===== config.mk =====
export PLATFORM = sky130hd
export DESIGN_NAME = wb_io_arbiter
export DESIGN_NICKNAME = d
export VERILOG_FILES = /design/src/rtl/wb_io_arb_pkg.sv /design/src/rtl/wb_rr_pick.sv /design/src/rtl/wb_io_arbiter.sv
export SDC_FILE = /design/constraint.sdc
export NUM_CORES = 1
export LEC_CHECK = 0
export ABC_CLOCK_PERIOD_IN_PS = 1250
export CORE_AREA = 5 5 116 118
export DETAILED_ROUTE_END_ITERATION = 6
export DIE_AREA = 0 0 121 123
export HOLD_SLACK_MARGIN = 0.1
export SYNTH_ARGS = -nofsm -noshare
export SYNTH_HDL_FRONTEND = slang
export SYNTH_SLANG_ARGS = --single-unit

===== constraint.sdc =====
create_clock -name wb_clk_i -period 1.25 [get_ports wb_clk_i]
set_input_delay 0.3125 -clock wb_clk_i [delete_from_list [all_inputs] [get_ports wb_clk_i]]
set_output_delay 0.3125 -clock wb_clk_i [all_outputs]
set_load 0.05 [all_outputs]

===== src/rtl/wb_io_arb_pkg.sv =====
// Shared types and constants for the Wishbone IO-port arbiter.
package wb_io_arb_pkg;

    typedef enum logic {
        IDLE  = 1'b0,
        GRANT = 1'b1
    } arb_state_e;

    localparam int unsigned WB_AW       = 32;
    localparam int unsigned WB_DW       = 32;
    localparam int unsigned WB_SW       = 4;
    localparam int unsigned MAX_MASTERS = 8;
    localparam int unsigned TO_W        = 16;
    localparam int unsigned IDX_W       = $clog2(MAX_MASTERS);

    // Master-to-slave signals that are forwarded from the granted master.
    typedef struct packed {
        logic [WB_AW-1:0] adr;
        logic [WB_DW-1:0] dat;
        logic [WB_SW-1:0] sel;
        logic             we;
        logic             stb;
        logic [2:0]       cti;
        logic [1:0]       bte;
    } wb_fwd_t;

    // Index of the set bit in a one-hot vector (0 when empty).
    function automatic logic [IDX_W-1:0] onehot_to_idx(input logic [MAX_MASTERS-1:0] oh);
        logic [IDX_W-1:0] idx;
        idx[0] = oh[1] | oh[3] | oh[5] | oh[7];
        idx[1] = oh[2] | oh[3] | oh[6] | oh[7];
        idx[2] = oh[4] | oh[5] | oh[6] | oh[7];
        return idx;
    endfunction

endpackage


===== src/rtl/wb_rr_pick.sv =====
// Combinational round-robin picker: first requester strictly after last_grant,
// in increasing index order with wrap-around.
module wb_rr_pick
    import wb_io_arb_pkg::*;
#(
    parameter int unsigned NUM_MASTERS = 2
) (
    input  logic [NUM_MASTERS-1:0] req,
    input  logic [IDX_W-1:0]       last_grant,
    output logic [NUM_MASTERS-1:0] grant_next,
    output logic                   valid
);

    logic [NUM_MASTERS-1:0] above_mask;
    logic [NUM_MASTERS-1:0] upper;
    logic [NUM_MASTERS-1:0] pool;

    for (genvar i = 0; i < NUM_MASTERS; i++) begin : g_mask
        assign above_mask[i] = (32'(i) > 32'(last_grant));
    end

    // Prefer requesters above last_grant; otherwise wrap to the lowest requester.
    always_comb begin
        upper      = req & above_mask;
        pool       = (|upper) ? upper : req;
        grant_next = pool & (~pool + NUM_MASTERS'(1));
        valid      = |req;
    end

endmodule


===== src/rtl/wb_io_arbiter.sv =====
// Round-robin Wishbone B4 arbiter sharing the IO master port among bus masters.
// Optional stall watchdog enabled by defining WB_IO_ARB_TIMEOUT_EN.
module wb_io_arbiter
    import wb_io_arb_pkg::*;
#(
    parameter int unsigned NUM_MASTERS    = 2,
    parameter int unsigned TIMEOUT_CYCLES = 255
) (
    input  logic                           wb_clk_i,
    input  logic                           wb_rst_i,
    input  logic [NUM_MASTERS*WB_AW-1:0]   wbm_adr_i,
    input  logic [NUM_MASTERS*WB_DW-1:0]   wbm_dat_i,
    input  logic [NUM_MASTERS*WB_SW-1:0]   wbm_sel_i,
    input  logic [NUM_MASTERS-1:0]         wbm_we_i,
    input  logic [NUM_MASTERS-1:0]         wbm_cyc_i,
    input  logic [NUM_MASTERS-1:0]         wbm_stb_i,
    input  logic [NUM_MASTERS*3-1:0]       wbm_cti_i,
    input  logic [NUM_MASTERS*2-1:0]       wbm_bte_i,
    output logic [WB_DW-1:0]               wbm_dat_o,
    output logic [NUM_MASTERS-1:0]         wbm_ack_o,
    output logic [NUM_MASTERS-1:0]         wbm_err_o,
    output logic [NUM_MASTERS-1:0]         wbm_rty_o,
    output logic [WB_AW-1:0]               wbs_adr_o,
    output logic [WB_DW-1:0]               wbs_dat_o,
    output logic [WB_SW-1:0]               wbs_sel_o,
    output logic                           wbs_we_o,
    output logic                           wbs_cyc_o,
    output logic                           wbs_stb_o,
    output logic [2:0]                     wbs_cti_o,
    output logic [1:0]                     wbs_bte_o,
    input  logic [WB_DW-1:0]               wbs_dat_i,
    input  logic                           wbs_ack_i,
    input  logic                           wbs_err_i,
    input  logic                           wbs_rty_i,
    output logic [NUM_MASTERS-1:0]         grant_o
);

    arb_state_e             state;
    arb_state_e             next_state;
    logic [NUM_MASTERS-1:0] grant;
    logic [IDX_W-1:0]       last_grant;
    logic [NUM_MASTERS-1:0] pick_grant;
    logic                   pick_valid;
    logic                   gnt_cyc;
    logic                   in_grant;
    logic                   to_fire;

    wb_fwd_t m_req [NUM_MASTERS];
    wb_fwd_t chain [NUM_MASTERS+1];
    wb_fwd_t fwd;

    // Out-of-range parameter sets show up as this block in the elaborated hierarchy.
    if (NUM_MASTERS < 2 || NUM_MASTERS > MAX_MASTERS ||
        TIMEOUT_CYCLES < 1 || TIMEOUT_CYCLES > 65535) begin : g_bad_config
    end

    wb_rr_pick #(
        .NUM_MASTERS (NUM_MASTERS)
    ) u_pick (
        .req        (wbm_cyc_i),
        .last_grant (last_grant),
        .grant_next (pick_grant),
        .valid      (pick_valid)
    );

    // AND-OR mux: each master's slice is masked by its grant bit and OR-chained.
    assign chain[0] = '0;
    for (genvar i = 0; i < NUM_MASTERS; i++) begin : g_mux
        assign m_req[i].adr = wbm_adr_i[i*WB_AW +: WB_AW];
        assign m_req[i].dat = wbm_dat_i[i*WB_DW +: WB_DW];
        assign m_req[i].sel = wbm_sel_i[i*WB_SW +: WB_SW];
        assign m_req[i].we  = wbm_we_i[i];
        assign m_req[i].stb = wbm_stb_i[i];
        assign m_req[i].cti = wbm_cti_i[i*3 +: 3];
        assign m_req[i].bte = wbm_bte_i[i*2 +: 2];
        assign chain[i+1]   = chain[i] | (m_req[i] & {$bits(wb_fwd_t){grant[i]}});
    end

    assign gnt_cyc = |(grant & wbm_cyc_i);

    // State register.
    always_ff @(posedge wb_clk_i) begin
        if (wb_rst_i) state <= IDLE;
        else          state <= next_state;
    end

    // Next-state and grant-phase decode.
    always_comb begin
        next_state = state;
        in_grant   = 1'b0;
        case (state)
            IDLE:  if (pick_valid) next_state = GRANT;
            GRANT: begin
                in_grant = 1'b1;
                if (!gnt_cyc) next_state = IDLE;
            end
        endcase
    end

    // Grant register and round-robin pointer.
    always_ff @(posedge wb_clk_i) begin
        if (wb_rst_i) begin
            grant      <= '0;
            last_grant <= IDX_W'(NUM_MASTERS - 1);
        end else if (state == IDLE && pick_valid) begin
            grant      <= pick_grant;
            last_grant <= onehot_to_idx(MAX_MASTERS'(pick_grant));
        end else if (state == GRANT && !gnt_cyc) begin
            grant      <= '0;
        end
    end

`ifdef WB_IO_ARB_TIMEOUT_EN
    logic [TO_W-1:0] to_count;
    logic            wd_stall;

    assign wd_stall = wbs_stb_o & ~(wbs_ack_i | wbs_err_i | wbs_rty_i);

    // Stall watchdog: count unterminated strobe cycles, fire one err cycle at the limit.
    always_ff @(posedge wb_clk_i) begin
        if (wb_rst_i || !in_grant) begin
            to_count <= '0;
            to_fire  <= 1'b0;
        end else begin
            to_fire  <= wd_stall && (to_count == TO_W'(TIMEOUT_CYCLES - 1));
            to_count <= (wd_stall && to_count != TO_W'(TIMEOUT_CYCLES - 1))
                        ? to_count + TO_W'(1) : '0;
        end
    end
`else
    assign to_fire = 1'b0;
`endif

    // Slave-side forwarding, zeroed outside GRANT.
    always_comb begin
        fwd       = in_grant ? chain[NUM_MASTERS] : '0;
        wbs_adr_o = fwd.adr;
        wbs_dat_o = fwd.dat;
        wbs_sel_o = fwd.sel;
        wbs_we_o  = fwd.we;
        wbs_cti_o = fwd.cti;
        wbs_bte_o = fwd.bte;
        wbs_stb_o = fwd.stb & ~to_fire;
        wbs_cyc_o = in_grant & gnt_cyc;
    end

    // Responses routed to the granted master only; a watchdog cycle reports err alone.
    always_comb begin
        wbm_dat_o = wbs_dat_i;
        wbm_ack_o = grant & {NUM_MASTERS{in_grant & ~to_fire & wbs_ack_i}};
        wbm_rty_o = grant & {NUM_MASTERS{in_grant & ~to_fire & wbs_rty_i}};
        wbm_err_o = grant & {NUM_MASTERS{in_grant & (to_fire | wbs_err_i)}};
        grant_o   = grant;
    end

endmodule


==> results.toml, run 1 <==
[timing]
hold_violations = 0
slew_violations = 0
period_minus_slack_ps = 1660
skew_ps = 0.576
timing.final.ws_setup_ps = -406
worstMarginPinSlew_ps = 319
fmax_mhz = 604
relSlewSlack_pct = 78.7
rsz0062_at_grt = "yes"
finalCritPeriodShare_pct = 132
setup_viol = 84

[route]
drtPass1Iterations = 4
num_vias = 2702
drtAntennaViolNets = 0
wirelength_um = 10800
wl_per_cell_um = 17.4
routed_via_density = 4.35
first_iter_violations = 79
post-route-drc-count = 0

[min_path]
worstHoldStart = "last_grant[0]"
min_delay_path_depth = 1
min_path_type = "flop to flop"
holdPathEnd = "last_grant[0]"

[yosys]
synth-edff-count = 0
synth-async-reset-ratio_pct = 0
yosys.area.top_type = "a22oi_1"
synthCells = 238
yosys_warnings = 0
synth.net_count = 427
yosysTopAreaCellShare_pct = 33.9
yosys.area_share.simple_pct = 34.5
synth-compound-area-share_pct = 36.9
synthAdderAreaFrac_pct = 0
synthFlopType = "dfxtp_1"
synthMuxAreaShare_pct = 0.603
synth_common_cells = "76 x nor2b_1, 75 x a22oi_1, 33 x buf_4"
synth_top_family_by_area = "compound AO/OA/AOI/OAI gates"
yosysMostFrequentCell = "nor2b_1"
synth_cell_types = 25
synth_area_mm2 = 0.00166
netlist_top_cells_area = "a22oi_1 34%, nor2b_1 29%, buf_4 15%"
synth.yosys.seq_area_share_pct = 4.82
synth-seq-cells = 4
avgSynthCellArea_um2 = 6.98
synth_xor_area_share_pct = 0

[critical_path]
cp-start-kind = "flop"
slowest_delay_ps = 360
worst-path-stages = 5
crit_required_ps = 940
ff2ff_path_depth = 5
critPathArrivalTime_ps = 1340
rr_startpoint = "grant_o[1]"
worstSetupPathType = "flop to output port"
slowest_stage = "dfxtp_4"
path_max_fanout = 24
regToRegSetupSlack_ps = 50
path_cells = "buf_12 > buf_12 > a22oi_2 > nor2b_4 > buf_12"
path_common_cell = "buf_12"
path_buf_inv = 3
critPathTopFamily = "buffers and inverters"
r2r_end = "grant_o[0]"
endpoint_kind = "output port"

[grt]
grt_pass1_vias = 2948
antenna_found_initial = 0
grt_pass1_wl_um = 15600
grt_max_degree = 33
grt-ovfl-total = 0
track_usage_pct = 13.2

[clock_tree]
root_buffer = "clkbuf_16"
clk_path_buf_depth = 2
clk_latency_ps = 220
h-tree-depth = 1
cts.sinks = 4
cts_tree = "built"
cts_hold_buffers = 0
clk_pin_slew_worst_paths_ps = 30
cts_buffers = 3

[power_and_ir_drop]
fin_total_pwr_uw = 3500
cellPowerDensity_mw_per_mm2 = 569
vdd_drop_max_v = 0.000364
leakage_uw = 0.00211

[layout]
num-nets-final = 640
final_cells = 621
drive_gt1_share_pct = 56.6
area_growth_pct = 271
final_cell_area_mm2 = 0.00615
diodes = 0

[place]
io_buffers = 240
placed_cell_area_mm2 = 0.00561
dp_hpwl_um = 8390
gp_congestion = 0.701
dp.cells = 607

[flow_run]
cap_viol_max_count = 0

[status]
violations = "negative setup slack"
outcome = "finished with violations"

[floorplan]
io_pins = 305
die_h_um = 123
dieArea_mm2 = 0.0149
die_w_um = 121
initial_utilization_pct = 13.4
core_mm2 = 0.0124
rows = 41
timing repair:
item | CTS | global route
pin swaps | 4 | 3
resized for setup | 53 | 9
setup endpoints to repair | 85 | 86
buffers inserted | 2 | 4
gates cloned | 3 | 2
placed cells by master, fill, tap and decap left out, types with 2 or more instances in the layout:
master,n
clkbuf_16,5
nand2_2,2
buf_16,3
dlygate4sd2_1,2
buf_4,6
clkdlybuf4s50_1,154
buf_6,4
a22oi_1,24
buf_12,96
and3_4,6
nor2b_4,75
a22oi_2,51
dfxtp_4,3
worst reg2reg max path, delay by kind of cell (launching register included):
family	cells	cell delay, ps
AO/OA/AOI/OAI	2	310
buffers and inverters	2	330
flip-flops	1	360
multiplexers	1	80
power breakdown:
part	total, uW	switching (uW)	internal, uW
clock	498	89.2	409
sequential	169	27.1	142
combinational	2830	1230	1600
logic make-up after synthesis:
logic type | after synthesis
buffers and inverters | 59
AND/OR/NAND/NOR | 92
AO/OA/AOI/OAI | 82
multiplexers | 1
flip-flops | 4
final cells by class:
| type | count | area, um2 |
|---|---|---|
| fill | 1080 | 6210 |
| timing repair buffer | 267 | 3700 |
| multi-input combinational | 175 | 2070 |
| tap | 172 | 215 |
| sequential | 4 | 91.3 |
| clock buffer | 3 | 75.1 |
state kept, by name, indices dropped and copies added, names as in the netlist:
name	cells
grant_o	2
state	1
last_grant	1
worst max-delay path by stage:
stage	slack [ps]	from	to
2_1_floorplan	-310	grant_o[0]	wbs_cyc_o
3_3_place_gp	-350	wbm_cyc_i[0]	wbs_cyc_o
3_5_place_dp	-360	wbm_adr_i[17]	wbs_adr_o[17]
4_1_cts	-400	grant_o[0]	wbs_cti_o[0]
5_1_grt	-440	grant_o[0]	wbs_cti_o[0]
6_report	-410	grant_o[0]	wbs_bte_o[1]
through the flow:
| step | setup TNS (ps) | worst slack [ps] | hold WS, ps | utilization (%) |
|---|---|---|---|---|
| 2_1_floorplan | -17180 | -306 | 382 | - |
| 3_3_place_gp | -22440 | -346 | 487 | 45.3 |
| 3_5_place_dp | -23460 | -358 | 527 | 45.3 |
| 4_1_cts | -27040 | -397 | 535 | 48.7 |
| 5_1_grt | -30990 | -437 | 580 | 49.8 |
| 6_report | -26690 | -406 | 535 | 49.8 |
routing by layer:
metal / track usage (%) / part of all wire [%]
met2: 25.6 / 55
met3: 4.67 / 11
met5: 0 / 0
met1: 13.6 / 34
met4: 2.83 / 0.88
(Power assumes the default switching activity.)
==> run 2: changes to the inputs <==
REMOVE_ABC_BUFFERS = 1   (was not set)
==> results.toml, run 2 (same netlist as run 1, synthesis figures left out) <==
[critical_path]
path_common_cell = "buf_12"
endpoint_kind = "output port"
ff2ff_path_depth = 5
r2r_end = "grant_o[0]"
path_max_fanout = 43
crit_required_ps = 940
slowest_stage = "dfxtp_4"
worstSetupPathType = "flop to output port"
regToRegSetupSlack_ps = 40
cp-start-kind = "flop"
slowest_delay_ps = 360
critPathArrivalTime_ps = 1350
rr_startpoint = "grant_o[1]"
path_cells = "buf_12 > a22oi_1 > nor2b_1 > buf_12"

[clock_tree]
cts_hold_buffers = 0
cts.sinks = 4
clk_latency_ps = 220
h-tree-depth = 1
clk_path_buf_depth = 2
clk_pin_slew_worst_paths_ps = 30
root_buffer = "clkbuf_16"
cts_buffers = 3
cts_tree = "built"

[place]
gp_congestion = 0.791
dp.cells = 607
io_buffers = 240
dp_hpwl_um = 10400
placed_cell_area_mm2 = 0.00493

[floorplan]
dieArea_mm2 = 0.0149
rows = 41
io_pins = 305
initial_utilization_pct = 13.4
die_w_um = 121
die_h_um = 123
core_mm2 = 0.0124

[route]
drtPass1Iterations = 4
num_vias = 2646
drtAntennaViolNets = 0
wl_per_cell_um = 20.9
wirelength_um = 12900
first_iter_violations = 100
post-route-drc-count = 0
routed_via_density = 4.30

[grt]
grt_pass1_wl_um = 16600
grt_pass1_vias = 2611
track_usage_pct = 14.9
grt-ovfl-total = 0
antenna_found_initial = 0
grt_max_degree = 44

[timing]
finalCritPeriodShare_pct = 133
tns_ps = -27550
hold_violations = 0
worstMarginPinSlew_ps = 274
relSlewSlack_pct = 81.7
rsz0062_at_grt = "yes"
timing.final.ws_setup_ps = -414
skew_ps = 0.352
period_minus_slack_ps = 1660
setup_viol = 84
fmax_mhz = 601
slew_violations = 0

[min_path]
min_delay_path_depth = 4
min_path_type = "primary input to flop"
worstHoldStart = "wbm_cyc_i[0]"
holdPathEnd = "state"

[layout]
fillers = 1197
final_common_cell = "clkdlybuf4s50_1"
area_growth_pct = 218
final_util_pct = 42.7
multiInputGateArea_mm2 = 0.00135
final_cells = 615
diodes = 0
final_cell_mix = "153 x clkdlybuf4s50_1, 90 x buf_12, 71 x a22oi_1"
final_cell_area_mm2 = 0.00527
seqCellArea_um2 = 91.3
num-nets-final = 634
largest_register_ffs = 2
drive_gt1_share_pct = 37.2

[power_and_ir_drop]
vdd_drop_max_v = 0.000486
cellPowerDensity_mw_per_mm2 = 559
leakage_uw = 0.00185
fin_total_pwr_uw = 2950

[status]
violations = "negative setup slack"
outcome = "finished with violations"

[flow_run]
cap_viol_max_count = 0
==> run 2: power breakdown <==
group	internal, uW	switching [uW]	leakage [uW]
registers	142	30.3	0.0000351
clock network	408	84.5	0.0000370
logic	1270	1020	0.00178
==> run 2: worst max-delay path, delay by kind of cell, from the launching register on <==
| kind | cells | cell delay [ps] |
|---|---|---|
| and+or+nand+nor | 1 | 240 |
| AOI/OAI and AO/OA | 1 | 120 |
| buffers and inverters | 2 | 380 |
| DFF | 1 | 360 |
==> run 2: what timing repair did <==
item                                    4_1_cts  5_1_grt
pin swaps                                     1        2
cloned                                        2        2
gates resized for setup                      25       40
endpoints found under the setup margin       85       85
buffers inserted                              1        1
==> run 2: layout make-up <==
type | instances | area share [%]
multi-input combinational | 175 | 25.5
timing repair buffer | 261 | 67.2
clock buffer | 3 | 1.42
tap | 172 | 4.08
sequential | 4 | 1.73
==> run 2: worst max path at each step <==
stage,startpoint,to,slack [ps],cells after the start
detailed placement,wbm_dat_i[31],wbs_dat_o[31],-410,5
global route,grant_o[0],wbs_adr_o[13],-450,4
global placement,wbm_dat_i[30],wbs_dat_o[30],-380,4
CTS,grant_o[1],wbs_dat_o[15],-430,4
finish,grant_o[0],wbs_adr_o[13],-410,4
floorplan,grant_o[1],wbs_cyc_o,-2310,2
==> run 2: through the flow <==
step           hold slack (ps)  setup WS, ps
2_1_floorplan              382         -2310
3_3_place_gp               490          -381
3_5_place_dp               542          -406
4_1_cts                    549          -431
5_1_grt                    558          -450
6_report                   526          -414
==> run 2: routing by layer <==
layer	wire length (um)	track usage (%)
met1	4120	14.5
met2	6320	25.1
met3	2200	11.6
met4	129	1.84
met5	103	5.21
==> run 3: changes to the inputs <==
CAP_MARGIN = 0   (was not set)
SETUP_SLACK_MARGIN = 0.4   (was not set)
==> results.toml, run 3 (same netlist as run 1, synthesis figures left out) <==
[status]
outcome = "finished with violations"
violations = "negative setup slack"

[clock_tree]
cts.sinks = 4
root_buffer = "clkbuf_16"
cts_hold_buffers = 0
cts_buffers = 3
clk_latency_ps = 220
cts_tree = "built"
h-tree-depth = 1
clk_path_buf_depth = 2
clk_pin_slew_worst_paths_ps = 30

[grt]
grt_pass1_vias = 2607
grt_pass1_wl_um = 16600
track_usage_pct = 14.9
antenna_found_initial = 0
grt-ovfl-total = 0
grt_max_degree = 44

[timing]
slew_violations = 0
skew_ps = 1.73
rsz0062_at_grt = "yes"
hold_violations = 0
fmax_mhz = 601
setup_viol = 84
timing.final.ws_setup_ps = -413
tns_ps = -28350
worstMarginPinSlew_ps = 266
finalCritPeriodShare_pct = 133
period_minus_slack_ps = 1660
relSlewSlack_pct = 82.3

[flow_run]
cap_viol_max_count = 0

[critical_path]
crit_required_ps = 940
critPathArrivalTime_ps = 1350
path_max_fanout = 19
worstSetupPathType = "flop to output port"
cp-start-kind = "flop"
endpoint_kind = "output port"

[power_and_ir_drop]
p_int_uw = 1930
switching_share_pct = 38.6
cellPowerDensity_mw_per_mm2 = 562
p_comb_share_pct = 78.5
clock_power_share_pct = 15.8
vdd_drop_max_v = 0.000510
leakage_uw = 0.00192
switchingPower_uw = 1210
p_seq_share_pct = 5.7

[route]
drtAntennaViolNets = 0
wl_per_cell_um = 22.3
post-route-drc-count = 0
routed_via_density = 4.38
drtPass1Iterations = 4
first_iter_violations = 90
wirelength_um = 13800
num_vias = 2713

[floorplan]
die_h_um = 123
core_mm2 = 0.0124
dieArea_mm2 = 0.0149
io_pins = 305
die_w_um = 121
rows = 41
initial_utilization_pct = 13.4

[layout]
final_cell_mix = "154 x clkdlybuf4s50_1, 82 x buf_12, 54 x nor2b_2"
largest_register_ffs = 2
diodes = 0
drive_gt1_share_pct = 45.5
final_common_cell = "clkdlybuf4s50_1"
area_growth_pct = 237
final_cells = 620
num-nets-final = 639

[place]
post-place-ws_ps = -406
gp_congestion = 0.791
dp_hpwl_um = 10400
dp.cells = 607
io_buffers = 240

[min_path]
min_path_type = "flop to flop"
## run 3: cell types whose count changed in the layout (fill, tap and decap cells not counted), moves of 2 or more
cell and change:
and3_4 +3, clkbuf_16 +12, buf_8 +2, a22oi_2 +21
and3_1 -3, buf_12 -8, nor2b_2 +9, a22oi_1 -21
nor2b_1 -9, dlymetal6s2s_1 -2
## run 3: final cells by class
| cell class | count | area (um2) |
|---|---|---|
| fillers | 1154 | 6770 |
| repair buffers | 266 | 3720 |
| multi-input cells | 175 | 1500 |
| well taps | 172 | 215 |
| flip-flops and latches | 4 | 91.3 |
| clock buffers | 3 | 75.1 |
## run 3: timing repair
action	CTS	global route
cloned	2	6
endpoints found under the setup margin	88	88
resized for setup	27	82
pin swaps	1	18
setup buffers	1	1
## run 3: worst max-delay path: stages, from the launching register on
cell and delay [ps]:
dfxtp_4 370, clkbuf_16 200, a22oi_2 210, nor2b_1 70
buf_4 140, buf_12 140
## run 3: per-stage QoR
stage / area, um2 / power [uW] / util [%] / hold WS (ps)
finish: 5600 / 3140 / 45.3 / 540
global route: 5600 / 3270 / 45.3 / 571
CTS: 5150 / 2920 / 41.7 / 549
detailed placement: 4930 / 2320 / 39.9 / 542
global placement: 4930 / 2300 / 39.9 / 490
floorplan: 1280 / 1030 / - / 382
## run 3: worst paths after layout
check / from / end / slack, ps / depth (start not counted)
worst min register to register: last_grant[0] / last_grant[0] / 540 / 1
worst max register to register: grant_o[1] / grant_o[0] / 20 / 5
worst min-delay path: last_grant[0] / last_grant[0] / 540 / 1
worst max-delay path: grant_o[0] / wbs_dat_o[31] / -410 / 5
## run 3: power groups by stage
stage / clock network, uW / logic (uW) / registers (uW)
final: 497 / 2470 / 178
after global routing: 514 / 2580 / 182
after CTS: 504 / 2250 / 170
after detailed placement: 0 / 2160 / 163
after global placement: 0 / 2140 / 162
after floorplan: 0 / 743 / 287
## run 3: layer usage
metal  share of wire (%)  GRT usage (%)
met1                  33           14.5
met2                  51           25.1
met3                  15           11.6
met4                0.64           1.84
met5                0.75           5.21
